[src/rtl/usart_rx_fifo.sv]
// rtl/usart_rx_fifo.sv - byte FIFO between usart_rx and its consumer with hysteretic hold
//
// Purpose: absorbs received-byte bursts while the consumer is busy. Upstream
// side is valid/ready; downstream side is first-word-visible valid/ready.
// `hold` asks the parent to throttle the sender, with hysteresis.
//
// Ports:
//   comm_clock            sole clock, rising edge
//   reset                 synchronous active-high reset
//   flush                 synchronous clear of contents (memory untouched)
//   in_data/in_valid      byte offered by upstream
//   in_ready              FIFO accepts a byte this cycle (!full)
//   out_data/out_valid    oldest stored byte / FIFO non-empty
//   out_ready             consumer takes out_data this cycle
//   level                 stored byte count, 0..DEPTH
//   empty/full            level==0 / level==DEPTH
//   hold                  throttle request with hysteresis
module usart_rx_fifo #(
    parameter int DATA_WIDTH  = 8,
    parameter int DEPTH_LOG2  = 4,
    parameter int HOLD_MARGIN = 4
) (
    input  logic                  comm_clock,
    input  logic                  reset,
    input  logic                  flush,
    input  logic [DATA_WIDTH-1:0] in_data,
    input  logic                  in_valid,
    output logic                  in_ready,
    output logic [DATA_WIDTH-1:0] out_data,
    output logic                  out_valid,
    input  logic                  out_ready,
    output logic [DEPTH_LOG2:0]   level,
    output logic                  empty,
    output logic                  full,
    output logic                  hold
);

    localparam int DEPTH = 1 << DEPTH_LOG2;
    localparam logic [DEPTH_LOG2:0] LVL_FULL = (DEPTH_LOG2+1)'(DEPTH);
    localparam logic [DEPTH_LOG2:0] LVL_SET  = (DEPTH_LOG2+1)'(DEPTH - HOLD_MARGIN);
    localparam logic [DEPTH_LOG2:0] LVL_CLR  = (DEPTH_LOG2+1)'(HOLD_MARGIN);

    logic [DATA_WIDTH-1:0] mem [DEPTH];
    logic [DEPTH_LOG2-1:0] wr_ptr;
    logic [DEPTH_LOG2-1:0] rd_ptr;
    logic [DEPTH_LOG2:0]   count;
    logic [DEPTH_LOG2:0]   count_next;
    logic                  clr;
    logic                  push;
    logic                  pop;

    assign clr = reset | flush;

    assign empty     = (count == '0);
    assign full      = (count == LVL_FULL);
    assign level     = count;
    assign in_ready  = ~full;
    assign out_valid = ~empty;
    assign out_data  = mem[rd_ptr];

    // A clear in the same cycle discards any handshake.
    assign push = in_valid & in_ready & ~clr;
    assign pop  = out_valid & out_ready & ~clr;

    always_comb begin
        count_next = count;
        case ({push, pop})
            2'b10:   count_next = count + 1'b1;
            2'b01:   count_next = count - 1'b1;
            default: count_next = count;
        endcase
    end

    // Storage has no reset; stale words are never visible because
    // out_valid depends only on count.
    always_ff @(posedge comm_clock) begin
        if (push) begin
            mem[wr_ptr] <= in_data;
        end
    end

    always_ff @(posedge comm_clock) begin
        if (clr) begin
            wr_ptr <= '0;
            rd_ptr <= '0;
            count  <= '0;
            hold   <= 1'b0;
        end else begin
            if (push) begin
                wr_ptr <= wr_ptr + 1'b1;
            end
            if (pop) begin
                rd_ptr <= rd_ptr + 1'b1;
            end
            count <= count_next;
            // Evaluated on count_next so hold always matches the level
            // shown in the same cycle.
            if (count_next >= LVL_SET) begin
                hold <= 1'b1;
            end else if (count_next <= LVL_CLR) begin
                hold <= 1'b0;
            end
        end
    end

endmodule

[config.mk]
export PLATFORM = sky130hd
export DESIGN_NAME = usart_rx_fifo
export DESIGN_NICKNAME = d
export VERILOG_FILES = /design/src/rtl/usart_rx_fifo.sv
export SDC_FILE = /design/constraint.sdc
export NUM_CORES = 1
export LEC_CHECK = 0
export CAP_MARGIN = 20
export CORE_MARGIN = 2
export CORE_UTILIZATION = 56
export CTS_BUF_LIST = sky130_fd_sc_hd__clkbuf_4 sky130_fd_sc_hd__clkbuf_8
export CTS_CLUSTER_SIZE = 8
export DETAILED_ROUTE_END_ITERATION = 10
export GPL_TIMING_DRIVEN = 0
export PLACE_DENSITY = 0.88
export SLEW_MARGIN = 15
export SYNTH_ARGS = -nofsm -noshare
export SYNTH_HDL_FRONTEND = slang
export SYNTH_SLANG_ARGS = --single-unit
[constraint.sdc]
create_clock -name comm_clock -period 3.2 [get_ports comm_clock]
set_input_delay 0.8 -clock comm_clock [delete_from_list [all_inputs] [get_ports comm_clock]]
set_output_delay 0.8 -clock comm_clock [all_outputs]
set_load 0.05 [all_outputs]
==> impl_metrics.csv <==
group,metric,value,unit
run_status,status,"completed",
timing,final.setup.tns,0,ns
pwr,max-vdd-ir-drop,277,uV
pwr,pwr_density_cell,514,nW/um^2
timing,grt_setup_unrepaired,"true",
cts,tritoncts,"done",
cts,cts_buffer_depth,2,
cells_and_area,final_common_cell,"edfxtp_1",
timing,setup_viol,0,
setup_path,worstPathRequired,2.40,ns
global_route,grt_usage,0.203,
cells_and_area,nFillCells,669,
pwr,total_power,3510,uW
route,wl,10700,um
synth,yosys_warnings,0,
cells_and_area,nNetsFinal,377,
placed_design,place_inst,475,
timing,hold_viol,0,
timing,layout_min_cycle_time,3.16,ns
synth,yosysSeqAreaShare,0.706,
route,drt-met1-wl,4360,um
cts,numCtsBuffers,17,
floorplan,initial_utilization,0.577,
setup_path,cp-start-kind,"flop",
pwr,p_leak,0.00227,uW
synth,syn_inst,307,
timing,max_slew_margin,0.337,
timing,fin_crit_sh,0.987,
placed_design,portBuffers,30,
synth,ys_types,39,
route,vias,2913,
synth,syn_area_per_cell,19.4,sq um
cells_and_area,antenna_cells,0,
pwr,p_sw,708,uW
route,ant_nets,0,
pwr,p_sw_frac,0.202,
job,cap_violations,0,
timing,maxSlewViolCount,0,
global_route,grt_max_degree,17,
cts,htree_num_levels,4,
floorplan,dieArea,11500,sq um
setup_path,setup.worst_path.end_class,"output pin",
cells_and_area,area_delta_synth_final,14.8,%
synth,yosys_register_bits,146,
setup_path,crit_type,"reg2out",
cts,clk_pin_slew,0.08,ns
floorplan,fp-row-count,37,
floorplan,die_w,107,um
route,via_per_inst,5.77,
cts,root_buffer,"clkbuf_8",
floorplan,core-area,10300,sq um
route,wl_met2,5660,um
cells_and_area,final_cell_mix,"128 x edfxtp_1, 26 x nor2_1, 24 x mux4_2, 20 x clkdlybuf4s50_1, 19 x clkbuf_8",
floorplan,io_pins,31,
route,drc_errors,0,
timing,fmax,317,MHz
cts,clkLatencyLatePin,0.42,ns
route,drt_first_pass_iters,5,
placed_design,gp_congestion,0.764,
setup_path,arrival,2.36,ns
cts,cts.sinks,146,
global_route,grt_pass1_vias,3065,
cells_and_area,layout-drive-gt1-share,0.233,
synth,async_flop_share,0,
pwr,cellInternalPower,2800,uW
synth,synthesis.area,5950,sq um
timing,whs,0.503,ns
synth,mappedNetlistNets,328,
floorplan,dieHeight,107,um
cts,ctsHoldBuffers,0,
route,wire_per_inst,21.2,um
timing,worst_pin_slew,0.992,ns
route,highest_layer,"met4",
global_route,antenna_found_initial,0,
synth,synth-main-ff-cell,"edfxtp_1",
pwr,p_clk_frac,0.380,
placed_design,dpl.hpwl,7270,um
route,wl_met3,571,um
pwr,power_frac_seq,0.591,
route,detail_route.iter0.violations,235,
global_route,grt-ovfl-total,0,
timing,final.setup_skew,0.0134,ns
synth,synth-edff-count,128,
pwr,combPwrFrac,0.029,
cells_and_area,final_cells,505,
global_route,grt_pass1_wl,16700,um
worst_hold_path,hp-class,"reg2reg",
setup_path,worstPathMaxFanout,10,
## path summary, 6_finish.rpt
| path | from | endpoint | slack (ns) | cells past startpoint |
|---|---|---|---|---|
| setup / recovery | flop | out_data[0] | 0.04 | 5 |
| hold / removal | rd_ptr[3]$_SDFFE_PP0N_ | flop | 0.50 | 2 |
| setup reg to reg | level[1]$_SDFF_PP0_ | hold$_SDFFE_PP0P_ | 0.38 | 13 |
| hold reg to reg | rd_ptr[3]$_SDFFE_PP0N_ | flop | 0.50 | 2 |
## metrics by stage
stage	worst slack, ns	utilization	instance area [sq um]
2_1_floorplan	0.0125	-	5960
3_3_place_gp	-0.652	0.623	6430
3_5_place_dp	-0.730	0.625	6450
4_1_cts	-0.00616	0.661	6820
5_1_grt	-0.0174	0.662	6830
6_report	0.0419	0.662	6830
## metal layers
layer / up-vias / GRT usage
met4: 0 / 0.0640
met3: 10 / 0.0462
li1: 1328 / -
met2: 104 / 0.337
met5: - / 0
met1: 1471 / 0.269
## synth_stat cells (2+ instances only)
master    count  area [sq um]
xor2_1        7          61.3
and3b_1       2          17.5
nand2_1       8          30.0
nor3_1        5          25.0
ha_1          8           100
xnor2_1       3          26.3
edfxtp_1    128          3840
buf_1         3          11.3
mux4_1       28           736
mux2i_1       2          20.0
nand2b_1      3          18.8
o21ai_0       2          10.0
dfxtp_1      18           360
inv_1         9          33.8
clkbuf_1      7          26.3
nand3_1       4          20.0
mux4_2       12           270
a21oi_1       6          30.0
nor2b_1       4          25.0
buf_6         3          33.8
nor2_1       27           101
## final cells by class
| type | instances | area, sq um | area share |
|---|---|---|---|
| plain buffers | 13 | 118 | 0.0172 |
| clock buffers | 23 | 292 | 0.0427 |
| clock inverters | 9 | 83.8 | 0.0123 |
| inverters | 9 | 33.8 | 0.00494 |
| multi-input cells | 136 | 1620 | 0.236 |
| flip-flops and latches | 146 | 4200 | 0.615 |
| well taps | 136 | 170 | 0.0249 |
| repair buffers | 33 | 318 | 0.0465 |
## power by group through the flow
stage | Sequential [uW] | Clock (uW) | Combinational, uW
global placement | 2120 | 0 | 92.5
finish | 2080 | 1330 | 101
detailed placement | 2120 | 0 | 98.4
CTS | 2080 | 1350 | 100
floorplan | 2120 | 0 | 44.4
global route | 2080 | 1430 | 110
## state kept, by name, summed over array words and instances (netlist names), named ones only
name and flops:
mem 128, wr_ptr 4, rd_ptr 4, level 5, hold 1
## what timing repair did
action | CTS | global route
setup endpoints to repair | 12 | 12
resized for setup | 67 | 16
cloned | 0 | 0
setup buffers | 1 | 0
pin swaps | 1 | 0
## critical path: stages, from the launching register on
cell,delay [ns]
dfxtp_1,0.34
buf_6,0.16
buf_12,0.16
mux4_1,0.56
mux4_2,0.53
buf_6,0.18
## kinds of logic after synthesis
kind of cell | after synthesis | share of synthesized area
compound gates | 18 | 0.0210
xor+xnor | 10 | 0.0147
fa+ha+maj | 8 | 0.0168
buf+inv | 25 | 0.0223
flops | 146 | 0.706
mux | 42 | 0.172
simple gates | 58 | 0.0467
Note: power is estimated with default switching activity, not from simulation.
